==> src/rtl/uart_receiver.sv <==
// 8N1 UART receiver with 16x oversampling; rx_done/frame_err pulse one clk after the mid-stop-bit sample.
// No backpressure: each good byte overwrites rx_data and is announced by a single rx_done pulse.
module uart_receiver #(
  parameter int CLK_FREQ = 100000000,
  parameter int BAUD     = 9600
) (
  input  logic       clk,
  input  logic       reset,
  input  logic       rx,
  output logic [7:0] rx_data,
  output logic       rx_done,
  output logic       frame_err,
  output logic       rx_busy
);

  localparam int TICK_DIV = CLK_FREQ / (BAUD * 16);
  localparam int TW       = (TICK_DIV > 1) ? $clog2(TICK_DIV) : 1;

  typedef enum logic [1:0] {IDLE, START, DATA, STOP} state_t;

  state_t          state, state_nx;
  logic            rx_meta, rx_sync, rx_prev;
  logic [TW-1:0]   tick_cnt;
  logic            tick;
  logic [3:0]      sample_cnt;
  logic [2:0]      bit_idx;
  logic [7:0]      shift_reg;
  logic            clr_cnt, clr_sample, shift_en, load_data, err_set;

  // rx_prev lags rx_sync by one clk so a falling edge is prev=1, sync=0.
  always_ff @(posedge clk or posedge reset) begin
    if (reset) begin
      rx_meta <= 1'b1;
      rx_sync <= 1'b1;
      rx_prev <= 1'b1;
    end else begin
      rx_meta <= rx;
      rx_sync <= rx_meta;
      rx_prev <= rx_sync;
    end
  end

  assign tick    = (tick_cnt == TW'(TICK_DIV - 1));
  assign rx_busy = (state != IDLE);

  always_ff @(posedge clk or posedge reset) begin
    if (reset) begin
      state <= IDLE;
    end else begin
      state <= state_nx;
    end
  end

  always_comb begin
    state_nx   = state;
    clr_cnt    = 1'b0;
    clr_sample = 1'b0;
    shift_en   = 1'b0;
    load_data  = 1'b0;
    err_set    = 1'b0;
    case (state)
      IDLE: begin
        if (rx_prev && !rx_sync) begin
          state_nx = START;
          clr_cnt  = 1'b1;
        end
      end
      START: begin
        if (tick && sample_cnt == 4'd7) begin
          if (!rx_sync) begin
            state_nx   = DATA;
            clr_sample = 1'b1;
          end else begin
            state_nx = IDLE;
          end
        end
      end
      DATA: begin
        if (tick && sample_cnt == 4'd15) begin
          shift_en = 1'b1;
          if (bit_idx == 3'd7) begin
            state_nx = STOP;
          end
        end
      end
      STOP: begin
        if (tick && sample_cnt == 4'd15) begin
          // Leaving at mid-stop-bit leaves half a bit to catch a back-to-back start edge.
          state_nx = IDLE;
          if (rx_sync) begin
            load_data = 1'b1;
          end else begin
            err_set = 1'b1;
          end
        end
      end
      default: state_nx = IDLE;
    endcase
  end

  always_ff @(posedge clk or posedge reset) begin
    if (reset) begin
      tick_cnt   <= '0;
      sample_cnt <= 4'd0;
      bit_idx    <= 3'd0;
      shift_reg  <= 8'h00;
    end else begin
      if (clr_cnt || tick) begin
        tick_cnt <= '0;
      end else begin
        tick_cnt <= tick_cnt + 1'b1;
      end

      if (clr_cnt || clr_sample) begin
        sample_cnt <= 4'd0;
      end else if (tick) begin
        sample_cnt <= sample_cnt + 4'd1;
      end

      if (clr_cnt) begin
        bit_idx <= 3'd0;
      end else if (shift_en) begin
        bit_idx   <= bit_idx + 3'd1;
        shift_reg <= {rx_sync, shift_reg[7:1]};
      end
    end
  end

  always_ff @(posedge clk or posedge reset) begin
    if (reset) begin
      rx_data   <= 8'h00;
      rx_done   <= 1'b0;
      frame_err <= 1'b0;
    end else begin
      rx_done   <= load_data;
      frame_err <= err_set;
      if (load_data) begin
        rx_data <= shift_reg;
      end
    end
  end

endmodule

==> config.mk <==
export PLATFORM = sky130hd
export DESIGN_NAME = uart_receiver
export DESIGN_NICKNAME = d
export VERILOG_FILES = /design/src/rtl/uart_receiver.sv
export SDC_FILE = /design/constraint.sdc
export NUM_CORES = 1
export LEC_CHECK = 0
export CAP_MARGIN = 20
export CORE_MARGIN = 3
export CORE_UTILIZATION = 60
export CTS_CLUSTER_SIZE = 25
export DETAILED_ROUTE_END_ITERATION = 10
export HOLD_SLACK_MARGIN = 0.08
export PLACE_DENSITY = 0.89
export SETUP_SLACK_MARGIN = 0.3
export SLEW_MARGIN = 10
export SYNTH_ARGS = -nofsm -noshare
export SYNTH_HDL_FRONTEND = slang
export SYNTH_SLANG_ARGS = --single-unit
==> constraint.sdc <==
create_clock -name clk -period 5.4 [get_ports clk]
set_clock_uncertainty 0.2 [all_clocks]
set_input_delay 1.35 -clock clk [delete_from_list [all_inputs] [get_ports clk]]
set_output_delay 1.35 -clock clk [all_outputs]
set_load 0.005 [all_outputs]
Word level (Yosys, flattened, before mapping)
Index checks and enable logic that the tools add are counted.

Output and inout bits: 11. Register bits: 40. Word-level logic and storage cells: 63.

Mux-type cells: 24. Reductions and logical operators: 12. Add/subtract/negate cells: 3. Bitwise gates (word level): 1. Equal/unequal tests: 12.

Operator list (number): $mux W1 (12); $mux W2 (6); $add A10 B1 Y10 const B (1); $eq A10 B10 Y1 const B (1); $mux W10 (1); $ne A2 B2 Y1 const B (5); $mux W4 (2); $pmux W2 S4 (1); $mux W3 (2); $reduce_bool A2 Y1 (3); $reduce_and A5 Y1 (1); $add A4 B1 Y4 const B (1); $eq A2 B2 Y1 const B (2); $eq A4 B3 Y1 const B (1); $eq A4 B4 Y1 const B (1); $add A3 B1 Y3 const B (1); $eq A3 B3 Y1 const B (1); $logic_and A1 B1 Y1 (3); $eq A2 B1 Y1 const B (1); $logic_not A2 Y1 (1); $logic_or A1 B1 Y1 (2); $reduce_and A2 Y1 (1); $logic_not A1 Y1 (1); $not A1 Y1 (1).

Longest topological paths before layout
Gate-level depths: netlist of the first run.

Depth after elaboration: 6. Depth in mapped cells: 7. Mapped depth without buffers: 6.

Worst setup path before layout of the first run
Ideal clock, no wire load.

Path kind: register to output. Start: register state[0]. End: output port rx_busy. Path slack: 3026 ps. Stages on the path, launching flop included: 3. Data required time: 3850 ps. Arrival time: 824 ps. Cells stage by stage: dfrtp_1 > clkbuf_1 > or2_2.

Cells in the longest elaborated chain, start to end: 1.

RTL lines: start, declared (RTL line 21) `state_t state, state_nx;`; start signal, assigned (RTL line 50) `state <= state_nx;`; $reduce_bool A2 Y1 (RTL line 44) `assign rx_busy = (state != IDLE);`; end, declared (RTL line 13) `output logic rx_busy`.

Every way passes these cells.

Worst setup path in the final report of the first run
Ends and elaborated chain as after synthesis.

==> flow_metrics.py, run 1 <==
metrics = {
    "final_layout": {
        "nNetsFinal": 166,
        "antennaDiodeCount": 0,
        "final_util_pct": 75.0,
        "num-fill-cells": 180,
        "largest_reg_flops": 10,
        "multiInputGateArea_um2": 701,
        "regArea_um2": 1000,
        "area_growth_pct": 13.1,
        "drive_above_1_share_pct": 20.8,
    },
    "yosys": {
        "yosys-top-cells-area": "dfrtp_1 53%, mux2_2 10%, dfstp_2 4.5%, xnor2_1 4.0%, ha_1 3.6%",
        "ys_ff_latch": 40,
        "syn_area_um2": 1730,
        "syn_area_per_cell_um2": 12.5,
        "yosysUniqueCellTypes": 30,
        "synth-compound-area-share_pct": 2.24,
        "synth_fa_ha_area_share_pct": 3.61,
        "synthCells": 139,
        "synthMuxAreaShare_pct": 12.7,
        "synth_top_family_by_area": "simple AND/OR/NAND/NOR gates",
        "synth_area_leader_cell": "dfrtp_1",
        "yosysWarnings": 0,
        "yosys.area_share.simple_pct": 16.3,
        "synth.net_count": 147,
        "synth_top_area_share_pct": 53.4,
        "yosysSeqAreaShare_pct": 58.0,
        "synthXorXnorAreaFrac_pct": 5.56,
    },
    "timing": {
        "hold_viol_final": 0,
        "slew_headroom_pct": 64.7,
        "final.period_utilization_pct": 58.5,
        "max_freq_ghz": 0.316,
        "finalCriticalPeriod_ps": 3160,
        "rsz0062_at_grt": "false",
        "setup_viol": 0,
        "worst_slew_pin_slew_ps": 528,
        "whs_ps": 161,
        "tns_ps": 0,
        "slew_viol_final": 0,
    },
    "floorplan": {
        "start_util_pct": 66.3,
        "die_area_um2": 3570,
        "core_area_um2": 2610,
        "die_w_um": 59.7,
        "io_pins": 14,
        "num_rows": 18,
        "die_y_um": 59.7,
    },
    "setup_path": {
        "crit_chain": "or2_2 -> clkdlybuf4s50_1",
        "crit_slowest_cell": "dfrtp_1",
        "critical_path_buf_inv_count": 1,
        "end_kind": "output pin",
        "cp_top_family": "flip-flops",
        "rr_worst_depth": 6,
        "slowest_delay_ps": 500,
        "rr_startpoint": "tick_cnt[0]$_DFF_PP0_",
        "worstReg2RegEnd": "shift_reg[7]$_DFFE_PP0P_",
        "critPathLaunchType": "flip-flop",
        "arrival_ps": 1610,
        "ff2ff_setup_slack_ps": 2950,
        "critPathKind": "flip-flop to output pin",
        "critPathMaxFanout": 8,
        "worstPathRequired_ps": 3850,
    },
    "grt": {
        "antenna_found_initial": 0,
        "grt_max_degree": 41,
        "grt_usage_pct": 19.9,
        "grt_pass1_wl_um": 5160,
        "first_global_vias": 1117,
        "overflow": 0,
    },
    "worst_hold_path": {
        "hold_path_depth": 0,
        "min_path_type": "flip-flop to flip-flop",
        "hold_start": "rx_meta$_DFF_PP1_",
        "whs_endpoint": "rx_sync$_DFF_PP1_",
    },
    "routing": {
        "wl_per_cell_um": 15.1,
        "viasPerCell": 5.74,
        "drt-total-wl_um": 2860,
        "dr.pass1.iters": 4,
        "num_vias": 1084,
        "antenna_left": 0,
        "drt_iter0_markers": 40,
        "drc": 0,
    },
    "clock_tree": {
        "cts_root_buffer": "clkbuf_4",
        "postCtsSetupBuffers": 0,
        "path_clk_slew_ps": 110,
        "numCtsBuffers": 5,
        "cts_resized": 0,
        "cts_max_level": 2,
        "cts_tree": "built",
        "clock-sinks": 40,
        "insertion_delay_ps": 340,
        "cts_buffer_depth": 2,
        "hold_buffers": 0,
    },
    "run_status": {
        "status": "finished clean",
    },
    "power_and_ir_drop": {
        "peakVddDrop_v": 0.000269,
        "total_power_mw": 0.599,
        "p_leak_nw": 0.922,
        "powerDensity_nw_per_um2": 305,
    },
    "place": {
        "routabilityCongestion": 0.921,
        "dp_hpwl_um": 2010,
        "port_buffers": 13,
    },
    "flow_run": {
        "maxCapViolCount": 0,
    },
}
-- metrics by stage --
stage                     std cells  setup WS (ps)  area [µm²]
after global placement          181           2660        1900
after global routing            189           2160        1960
after floorplan                 139           2940        1730
final                           189           2240        1960
after CTS                       189           2230        1960
after detailed placement        181           2620        1900
-- worst max path at each step --
stage | cells past startpoint | startpoint | endpoint
floorplan | 1 | reset | async pin
finish | 2 | state[0]$_DFFE_PP0P_ | rx_busy
global route | 2 | state[0]$_DFFE_PP0P_ | rx_busy
detailed placement | 2 | state[0]$_DFFE_PP0P_ | rx_busy
global placement | 2 | state[0]$_DFFE_PP0P_ | rx_busy
CTS | 2 | state[0]$_DFFE_PP0P_ | rx_busy
-- power by group --
| part | switching, mW | internal, mW | leakage, nW |
|---|---|---|---|
| Sequential | 0.0385 | 0.326 | 0.529 |
| Clock | 0.0920 | 0.0620 | 0.0380 |
| Combinational | 0.0409 | 0.0393 | 0.355 |
-- cells by family (layout without fill, tap and decap cells) --
group                      after synthesis  after routing
buffers and inverters                    7             27
AOI/OAI and AO/OA                        6              6
DFF                                     40             40
and+or+nand+nor                         50             50
muxes                                   20             20
xor gates and xnor gates                11             11
adders and majority gates                5              5
-- cell type report --
type	count	share of cell area (%)
tap	30	1.91
clock buffer	6	2.62
clock inverter	2	0.511
multi-input combinational	92	35.7
timing repair buffer	14	7.02
inverter	5	0.957
sequential	40	51.2
-- per-layer routing --
layer | vias up | global-route usage (%) | wire length, µm
li1 | 519 | - | -
met2 | 25 | 31.2 | 1420
met4 | 0 | 8.54 | 59
met5 | - | 0 | 0
met1 | 530 | 25.0 | 1280
met3 | 10 | 6.70 | 97
-- cells in the final DEF, fill, tap and decap left out, drive strengths merged, types with 3 or more instances in the layout --
cell and n:
clkdlybuf4s50 13, ha 5, clkbuf 6, xor2 3, inv 5, mux2i 4
nor2 16, nand3 6, or3 3, dfrtp 37, nor3 6, mux2 16
dfstp 3, nand2 10, xnor2 8
-- cell usage after synthesis --
cell type	count
xnor2_1	8
nand3_1	5
mux2i_1	4
a22oi_1	1
a21oi_1	2
mux2_2	16
nor4_1	1
or2_2	1
nand2_1	10
dfstp_2	3
nand3b_1	1
nor3_1	4
o21ai_0	1
nor4b_1	1
nor3_4	2
and2_1	1
buf_2	1
nor2_1	16
ha_1	5
xor2_1	3
o31ai_1	1
a2bb2oi_1	1
nand3_2	1
clkbuf_1	1
inv_1	5
or3_1	3
nor4_4	1
dfrtp_1	37
nand4_1	2
and4b_1	1
Power figures use the tool's default switching activity.
==> run 2, diff against run 1 <==
--- a/config.mk
+++ b/config.mk
@@ -7,11 +7,11 @@
 export LEC_CHECK = 0
 export CAP_MARGIN = 20
 export CORE_MARGIN = 3
-export CORE_UTILIZATION = 60
+export CORE_UTILIZATION = 56
 export CTS_CLUSTER_SIZE = 25
 export DETAILED_ROUTE_END_ITERATION = 10
 export HOLD_SLACK_MARGIN = 0.08
-export PLACE_DENSITY = 0.89
+export PLACE_DENSITY = 0.84
 export SETUP_SLACK_MARGIN = 0.3
 export SLEW_MARGIN = 10
 export SYNTH_ARGS = -nofsm -noshare
==> constraint.sdc (replaced) <==
create_clock -name clk -period 3.1 [get_ports clk]
set_clock_uncertainty 0.2 [all_clocks]
set_input_delay 0.775 -clock clk [delete_from_list [all_inputs] [get_ports clk]]
set_output_delay 0.775 -clock clk [all_outputs]
set_load 0.005 [all_outputs]
==> flow_metrics.py, run 2 (synthesized netlist as in run 1, its figures left out) <==
metrics = {
    "setup_path": {
        "critPathMaxFanout": 8,
        "ff2ff_setup_slack_ps": 670,
        "worstReg2RegEnd": "shift_reg[4]$_DFFE_PP0P_",
        "rr_startpoint": "tick_cnt[0]$_DFF_PP0_",
        "critPathLaunchType": "flip-flop",
        "rr_worst_depth": 6,
        "end_kind": "output pin",
        "worstPathRequired_ps": 2120,
        "arrival_ps": 1610,
        "critPathKind": "flip-flop to output pin",
    },
    "floorplan": {
        "io_pins": 14,
        "die_w_um": 61.6,
        "num_rows": 19,
        "die_area_um2": 3800,
        "core_area_um2": 2850,
        "start_util_pct": 60.7,
        "die_y_um": 61.6,
    },
    "worst_hold_path": {
        "hold_path_depth": 0,
        "hold_start": "rx_meta$_DFF_PP1_",
        "min_path_type": "flip-flop to flip-flop",
        "whs_endpoint": "rx_sync$_DFF_PP1_",
    },
    "power_and_ir_drop": {
        "powerDensity_nw_per_um2": 518,
        "peakVddDrop_v": 0.000390,
        "p_leak_nw": 0.912,
    },
    "timing": {
        "final.setup.worst_slack_ps": 519,
        "setup_viol": 0,
        "hold_viol_final": 0,
        "slew_headroom_pct": 65.9,
        "finalCriticalPeriod_ps": 2580,
        "rsz0062_at_grt": "false",
        "tns_ps": 0,
        "slew_viol_final": 0,
        "whs_ps": 163,
        "max_freq_ghz": 0.388,
        "final.period_utilization_pct": 83.2,
        "worst_slew_pin_slew_ps": 510,
    },
    "routing": {
        "drt_iter0_markers": 46,
        "antenna_left": 0,
        "dr.pass1.iters": 4,
        "viasPerCell": 5.57,
        "wl_per_cell_um": 14.8,
        "drc": 0,
        "num_vias": 1053,
        "drt-total-wl_um": 2810,
    },
    "clock_tree": {
        "cts_buffer_depth": 2,
        "numCtsBuffers": 5,
        "cts_max_level": 2,
        "insertion_delay_ps": 330,
        "hold_buffers": 0,
        "cts_resized": 0,
        "postCtsSetupBuffers": 0,
        "path_clk_slew_ps": 110,
        "clock-sinks": 40,
        "cts_root_buffer": "clkbuf_4",
        "cts_tree": "built",
    },
    "final_layout": {
        "num-fill-cells": 223,
        "antennaDiodeCount": 0,
        "nNetsFinal": 166,
        "mostFrequentLayoutCell": "dfrtp_1",
        "largest_reg_flops": 10,
        "final_area_um2": 1950,
        "regArea_um2": 1000,
        "drive_above_1_share_pct": 19.6,
        "final_util_pct": 68.2,
        "multiInputGateArea_um2": 701,
        "area_growth_pct": 12.3,
        "mostFrequentLayoutCells": "37 x dfrtp_1, 16 x nor2_1, 16 x mux2_2",
    },
    "grt": {
        "first_global_vias": 1074,
        "overflow": 0,
        "grt_pass1_wl_um": 4840,
        "grt_max_degree": 41,
        "antenna_found_initial": 0,
        "grt_usage_pct": 18.0,
    },
    "place": {
        "dpl_cell_area_um2": 1900,
        "routabilityCongestion": 0.821,
        "dp_hpwl_um": 1960,
        "port_buffers": 13,
        "dp_slack_ps": 682,
    },
    "flow_run": {
        "maxCapViolCount": 0,
    },
    "run_status": {
        "status": "finished clean",
    },
}
run 2: cell types whose count changed in the layout (fill, tap and decap cells not counted):
cell	before	now
clkinv_2	2	1
clkbuf_1	0	1
clkbuf_8	1	0
run 2: metrics by stage:
stage               instances  power (mW)
floorplan                 139       0.746
global placement          182       0.773
detailed placement        182       0.782
CTS                       189        1.02
global route              189        1.07
finish                    189        1.01
run 2: routing by layer:
layer  global-route usage, %  routed length, µm
met3                    5.24                 65
met4                    8.79                 45
met5                       0                  0
met2                    27.2               1340
met1                    23.6               1350
run 2: report_power, final:
part / total, mW / internal, mW / switching (mW) / leakage, nW
registers: 0.633 / 0.568 / 0.0646 / 0.529
clock network: 0.236 / 0.0837 / 0.152 / 0.0281
logic: 0.139 / 0.0688 / 0.0703 / 0.355
run 2: worst max-delay path by stage:
stage	from	endpoint	slack (ps)
after detailed placement	tick_cnt[0]$_DFF_PP0_	shift_reg[4]$_DFFE_PP0P_	680
after floorplan	tick_cnt[0]$_DFF_PP0_	shift_reg[0]$_DFFE_PP0P_	1060
after global placement	tick_cnt[0]$_DFF_PP0_	shift_reg[3]$_DFFE_PP0P_	770
final	state[0]$_DFFE_PP0P_	rx_busy	520
after CTS	state[0]$_DFFE_PP0P_	rx_busy	510
after global routing	state[0]$_DFFE_PP0P_	rx_busy	420
run 2: worst max-delay path, cell delays in order (launching register included):
cell and delay [ps]:
dfrtp_1 510, or2_2 330, clkdlybuf4s50_1 440
run 2: area by class of cell:
class	instances	share of cell area, %
tap	31	1.99
clock inverter	1	0.257
inverter	5	0.964
multi-input combinational	92	36.0
timing repair buffer	14	7.07
clock buffer	6	2.12
sequential	40	51.6
==> run 3, diff against run 2 <==
==> constraint.sdc (replaced) <==
create_clock -name clk -period 2.66 [get_ports clk]
set_clock_uncertainty 0.2 [all_clocks]
set_input_delay 0.665 -clock clk [delete_from_list [all_inputs] [get_ports clk]]
set_output_delay 0.665 -clock clk [all_outputs]
set_load 0.005 [all_outputs]
==> flow_metrics.py, run 3 (synthesized netlist as in run 1, its figures left out) <==
metrics = {
    "run_status": {
        "status": "finished clean",
    },
    "power_and_ir_drop": {
        "p_leak_nw": 0.940,
        "power.internal_mw": 0.943,
        "powerDensity_nw_per_um2": 650,
        "netSwitchingFraction_pct": 27.7,
        "peakVddDrop_v": 0.000564,
        "clock_power_share_pct": 30.9,
        "pwr-share-comb_pct": 12.6,
        "p_sw_mw": 0.361,
        "seqPwrFrac_pct": 56.5,
    },
    "final_layout": {
        "antennaDiodeCount": 0,
        "nNetsFinal": 169,
        "largest_reg_flops": 10,
        "drive_above_1_share_pct": 22.8,
        "mostFrequentLayoutCell": "dfrtp_1",
        "final_util_pct": 70.4,
        "final_area_um2": 2010,
        "area_growth_pct": 15.9,
        "mostFrequentLayoutCells": "36 x dfrtp_1, 16 x nor2_1, 16 x mux2_2",
    },
    "routing": {
        "dr.pass1.iters": 4,
        "drc": 0,
        "antenna_left": 0,
        "drt_iter0_markers": 86,
        "num_vias": 1088,
        "viasPerCell": 5.64,
        "drt-total-wl_um": 2850,
        "wl_per_cell_um": 14.8,
    },
    "worst_hold_path": {
        "hold_path_depth": 0,
        "hold_start": "rx_meta$_DFF_PP1_",
        "min_path_type": "flip-flop to flip-flop",
        "whs_endpoint": "rx_sync$_DFF_PP1_",
    },
    "floorplan": {
        "io_pins": 14,
        "num_rows": 19,
        "die_y_um": 61.6,
        "core_area_um2": 2850,
        "die_w_um": 61.6,
        "die_area_um2": 3800,
        "start_util_pct": 60.7,
    },
    "timing": {
        "slew_headroom_pct": 67.2,
        "hold_viol_final": 0,
        "final.period_utilization_pct": 82.3,
        "rsz0062_at_grt": "false",
        "finalCriticalPeriod_ps": 2190,
        "worst_slew_pin_slew_ps": 491,
        "setup_viol": 0,
        "whs_ps": 166,
        "max_freq_ghz": 0.457,
        "tns_ps": 0,
        "slew_viol_final": 0,
    },
    "grt": {
        "antenna_found_initial": 0,
        "overflow": 0,
        "grt_pass1_wl_um": 4840,
        "grt_max_degree": 41,
        "grt_usage_pct": 17.9,
        "first_global_vias": 1113,
    },
    "setup_path": {
        "critPathKind": "flip-flop to flip-flop",
        "crit_slowest_cell": "nor3_4",
        "critPathLaunchType": "flip-flop",
        "critical_path_buf_inv_count": 1,
        "cp_top_family": "simple AND/OR/NAND/NOR gates",
        "ff2ff_setup_slack_ps": 470,
        "crit_chain": "inv_1 -> ha_1 -> and4b_1 -> nand3_2 -> nor3_4 -> mux2_2",
        "arrival_ps": 2230,
        "critPathMaxFanout": 10,
        "rr_worst_depth": 6,
        "end_kind": "flip-flop",
        "worstReg2RegEnd": "shift_reg[7]$_DFFE_PP0P_",
        "slowest_delay_ps": 470,
        "rr_startpoint": "tick_cnt[0]$_DFF_PP0_",
        "worstPathRequired_ps": 2700,
    },
    "clock_tree": {
        "hold_buffers": 0,
        "insertion_delay_ps": 350,
        "path_clk_slew_ps": 120,
        "cts_tree": "built",
        "numCtsBuffers": 5,
        "clock-sinks": 40,
        "cts_buffer_depth": 2,
        "cts_root_buffer": "clkbuf_4",
        "cts_max_level": 2,
    },
    "place": {
        "port_buffers": 13,
        "dpl_cell_area_um2": 1910,
        "routabilityCongestion": 0.836,
        "dp_hpwl_um": 2050,
    },
    "flow_run": {
        "maxCapViolCount": 0,
    },
}
==> run 3: timing repair <==
action                                  in CTS  in global routing
endpoints found under the setup margin       1                  0
gates resized for setup                      2                  0
setup buffers                                2                  0
==> run 3: worst max path at each step <==
stage                          endpoint                  start  depth (start not counted)  slack, ps
6_report       shift_reg[7]$_DFFE_PP0P_  tick_cnt[0]$_DFF_PP0_                          6        470
5_1_grt        shift_reg[7]$_DFFE_PP0P_  tick_cnt[0]$_DFF_PP0_                          6        350
4_1_cts        shift_reg[7]$_DFFE_PP0P_  tick_cnt[0]$_DFF_PP0_                          6        450
3_5_place_dp   shift_reg[0]$_DFFE_PP0P_  tick_cnt[0]$_DFF_PP0_                          6        460
3_3_place_gp   shift_reg[3]$_DFFE_PP0P_  tick_cnt[2]$_DFF_PP0_                          4        510
2_1_floorplan  shift_reg[0]$_DFFE_PP0P_  tick_cnt[0]$_DFF_PP0_                          6        620
==> run 3: metrics by stage <==
stage / total power [mW] / instances / setup WS [ps]
after CTS: 1.32 / 193 / 451
after detailed placement: 0.914 / 183 / 462
after global placement: 0.902 / 183 / 513
final: 1.30 / 193 / 470
after global routing: 1.38 / 193 / 351
after floorplan: 0.869 / 139 / 619
==> run 3: power by group through the flow <==
| stage | registers [mW] | clock network [mW] | logic (mW) |
|---|---|---|---|
| finish | 0.737 | 0.403 | 0.164 |
| global route | 0.747 | 0.441 | 0.190 |
| CTS | 0.736 | 0.416 | 0.168 |
| detailed placement | 0.748 | 0 | 0.166 |
| global placement | 0.745 | 0 | 0.157 |
| floorplan | 0.733 | 0 | 0.136 |
==> run 3: area by class of cell <==
type,count,area (µm²)
fillers,197,845
clock buffers,5,37.5
repair buffers,17,159
flip-flops and latches,40,1010
multi-input cells,92,701
inverters,5,18.8
clock inverters,3,47.5
well taps,31,38.8
==> run 3: routing by layer <==
layer	wire length, µm	up-vias	share of wire (%)	track usage, %
li1	-	523	-	-
met1	1210	542	43	21.4
met2	1500	20	53	29.7
met3	109	3	3.8	6.50
met4	26	0	0.91	6.36
met5	0	-	0	0
==> run 3: worst register-to-register path: cells and delay by family (launching register included) <==
family,cells,cell delay [ps]
adders and majority gates,1,130
buffers and inverters,1,70
DFF,1,430
muxes,1,400
and+or+nand+nor,3,860
==> RTL edit, RTL diff (settings of run 2) <==
The 4 states of `state_t` get a Gray code encoding in 2 bits.
--- a/src/rtl/uart_receiver.sv
+++ b/src/rtl/uart_receiver.sv
@@ -17,5 +17,5 @@
   localparam int TW       = (TICK_DIV > 1) ? $clog2(TICK_DIV) : 1;
 
-  typedef enum logic [1:0] {IDLE, START, DATA, STOP} state_t;
+  typedef enum logic [1:0] {IDLE = 2'b00, START = 2'b01, DATA = 2'b11, STOP = 2'b10} state_t;
 
   state_t          state, state_nx;
Check against the original RTL: same outputs for any inputs over 10 cycles, from zero or initial values and one cycle with reset high; not proved beyond that.
==> RTL edit against run 2 <==
- synthesized area increased by 2.0%
- critical endpoint unchanged
- design area increased by 3.2%
- sequential cell count unchanged
- wire length increased by 4.1%
- hold slack improved by 0.0049 ns
- combinational power decreased by 6%
- total power increased by 11%
- setup slack got worse by 0.040 ns
==> RTL edit: results (changes against run 2) <==
CP peak stage delay = 0.50 ns
worst rel slew slack = 0.6829 (+0.02411)
fillers = 216 (-3.1%)
highest-delay cell along the critical path = dfrtp_1
P_comb = 0.131 mW (-6%)
Synth area leaders = dfrtp_1 52%, mux2_2 9.6%, dfstp_2 4.5%
synth unique cells = 31 (+3.3%)
sequential element share of the synthesized area = 0.5683 (-0.01149)
Synth Area in XOR/XNOR = 0.04954 (-0.006056)
layout cells sized above 1 = 0.1829 (-0.01328)
hold slack = 0.1679 ns (+0.004900 ns)
DR iter-0 viols = 68 (+48%)
asr flop ratio synth = 1.000 (unchanged)
NetSw = 0.3147 mW (+9.6%)
RePlAce Congestion = 0.8613 (+5.0%)
CP arrival = 1.65 ns (+0.04 ns)
Overall Global Routing Usage = 0.1793 (-0.0002466)
clock latency at the later pin of the worst-skew pair = 0.36 ns (+0.03 ns)
first-pass GRT wire length = 5478 um (+13%)
status = complete, no violations
leak pwr = 0.9532 nW (+4.6%)
reg-to-reg setup timing slack = 0.75 ns (+0.08 ns)
# nets final = 171 (+3.0%)
crit-path max FO = 9 (+1)
dpl hpwl = 2094 um (+6.6%)
DR WL/cell = 14.18 um (-4.5%)
vias in the first global route = 1209 (+13%)
P_clk = 0.352 mW (+49%)
combinational family with the most area after synthesis = simple AND/OR/NAND/NOR gates
DR pass1 iterations = 4 (unchanged)
# H-tree levels = 2 (unchanged)
via count = 1117 (+6.1%)
Peak VDD IR = 0.3979 mV (+2.1%)
area share of the largest cell type after synthesis = 0.5237 (-0.01059)
kind of cell adding the most delay to the critical path = flip-flops
clock-pin slew on the worst setup and hold paths = 0.13 ns (+0.02 ns)
mux cell area share after synthesis = 0.1246 (-0.002518)
combinational power share = 0.118 (-0.020)
Synth top cells by count = 37 x dfrtp_1, 18 x nor2_1, 15 x mux2_2
post-synthesis adder-cell area fraction = 0.03539 (-0.0007154)
syn_nets = 155 (+5.4%)
number of diodes = 0 (unchanged)
compound-gate portion of the synthesized area = 0.02265 (+0.0002642)
RTL edit: changes by cell type in the layout (fill, tap and decap cells not counted), sizes merged, moves of 2 or more:
cell / run 2 / this run
a21oi: 2 / 4
nand2b: 0 / 2
nand4: 2 / 4
nor2: 16 / 18
nor3: 6 / 2
o21ai: 1 / 4
or3: 3 / 1
RTL edit: final timing paths:
check	start	end	cells after the start
max in group asynchronous	reset	rx_prev$_DFF_PP1_	3
hold / removal	rx_meta$_DFF_PP1_	rx_sync$_DFF_PP1_	0
setup reg to reg	tick_cnt[0]$_DFF_PP0_	rx_data[7]$_DFFE_PP0P_	6
min in group asynchronous	reset	shift_reg[5]$_DFFE_PP0P_	3
hold reg to reg	rx_meta$_DFF_PP1_	rx_sync$_DFF_PP1_	0
setup / recovery	state[0]$_DFFE_PP0P_	rx_busy	2
RTL edit: metrics by stage:
stage	worst slack [ns]	utilization	instance area [um2]	cells
4_1_cts	0.4674	0.6986	2009	206
6_report	0.4792	0.6986	2009	206
3_5_place_dp	0.7355	0.6690	1924	198
5_1_grt	0.4286	0.6986	2009	206
3_3_place_gp	0.8453	0.6690	1924	198
2_1_floorplan	1.075	-	1768	147
RTL edit: routing by layer:
metal  routed length, um  up-vias  GRT usage  share of wire
li1                    -      529          -              -
met1                1266      563     0.2201           0.43
met2                1491       19     0.2890           0.51
met3                 102        6    0.05586          0.035
met4                  61        0    0.08564          0.021
met5                   0        -          0              0
RTL edit: layout make-up:
class / count / area, um2 / share of cell area
multi-input combinational: 98 / 714.4 / 0.3555
timing repair buffer: 14 / 137.6 / 0.06849
clock inverter: 3 / 47.55 / 0.02366
tap: 42 / 52.55 / 0.02615
inverter: 4 / 15.01 / 0.007472
sequential: 40 / 1005 / 0.5000
clock buffer: 5 / 37.54 / 0.01868
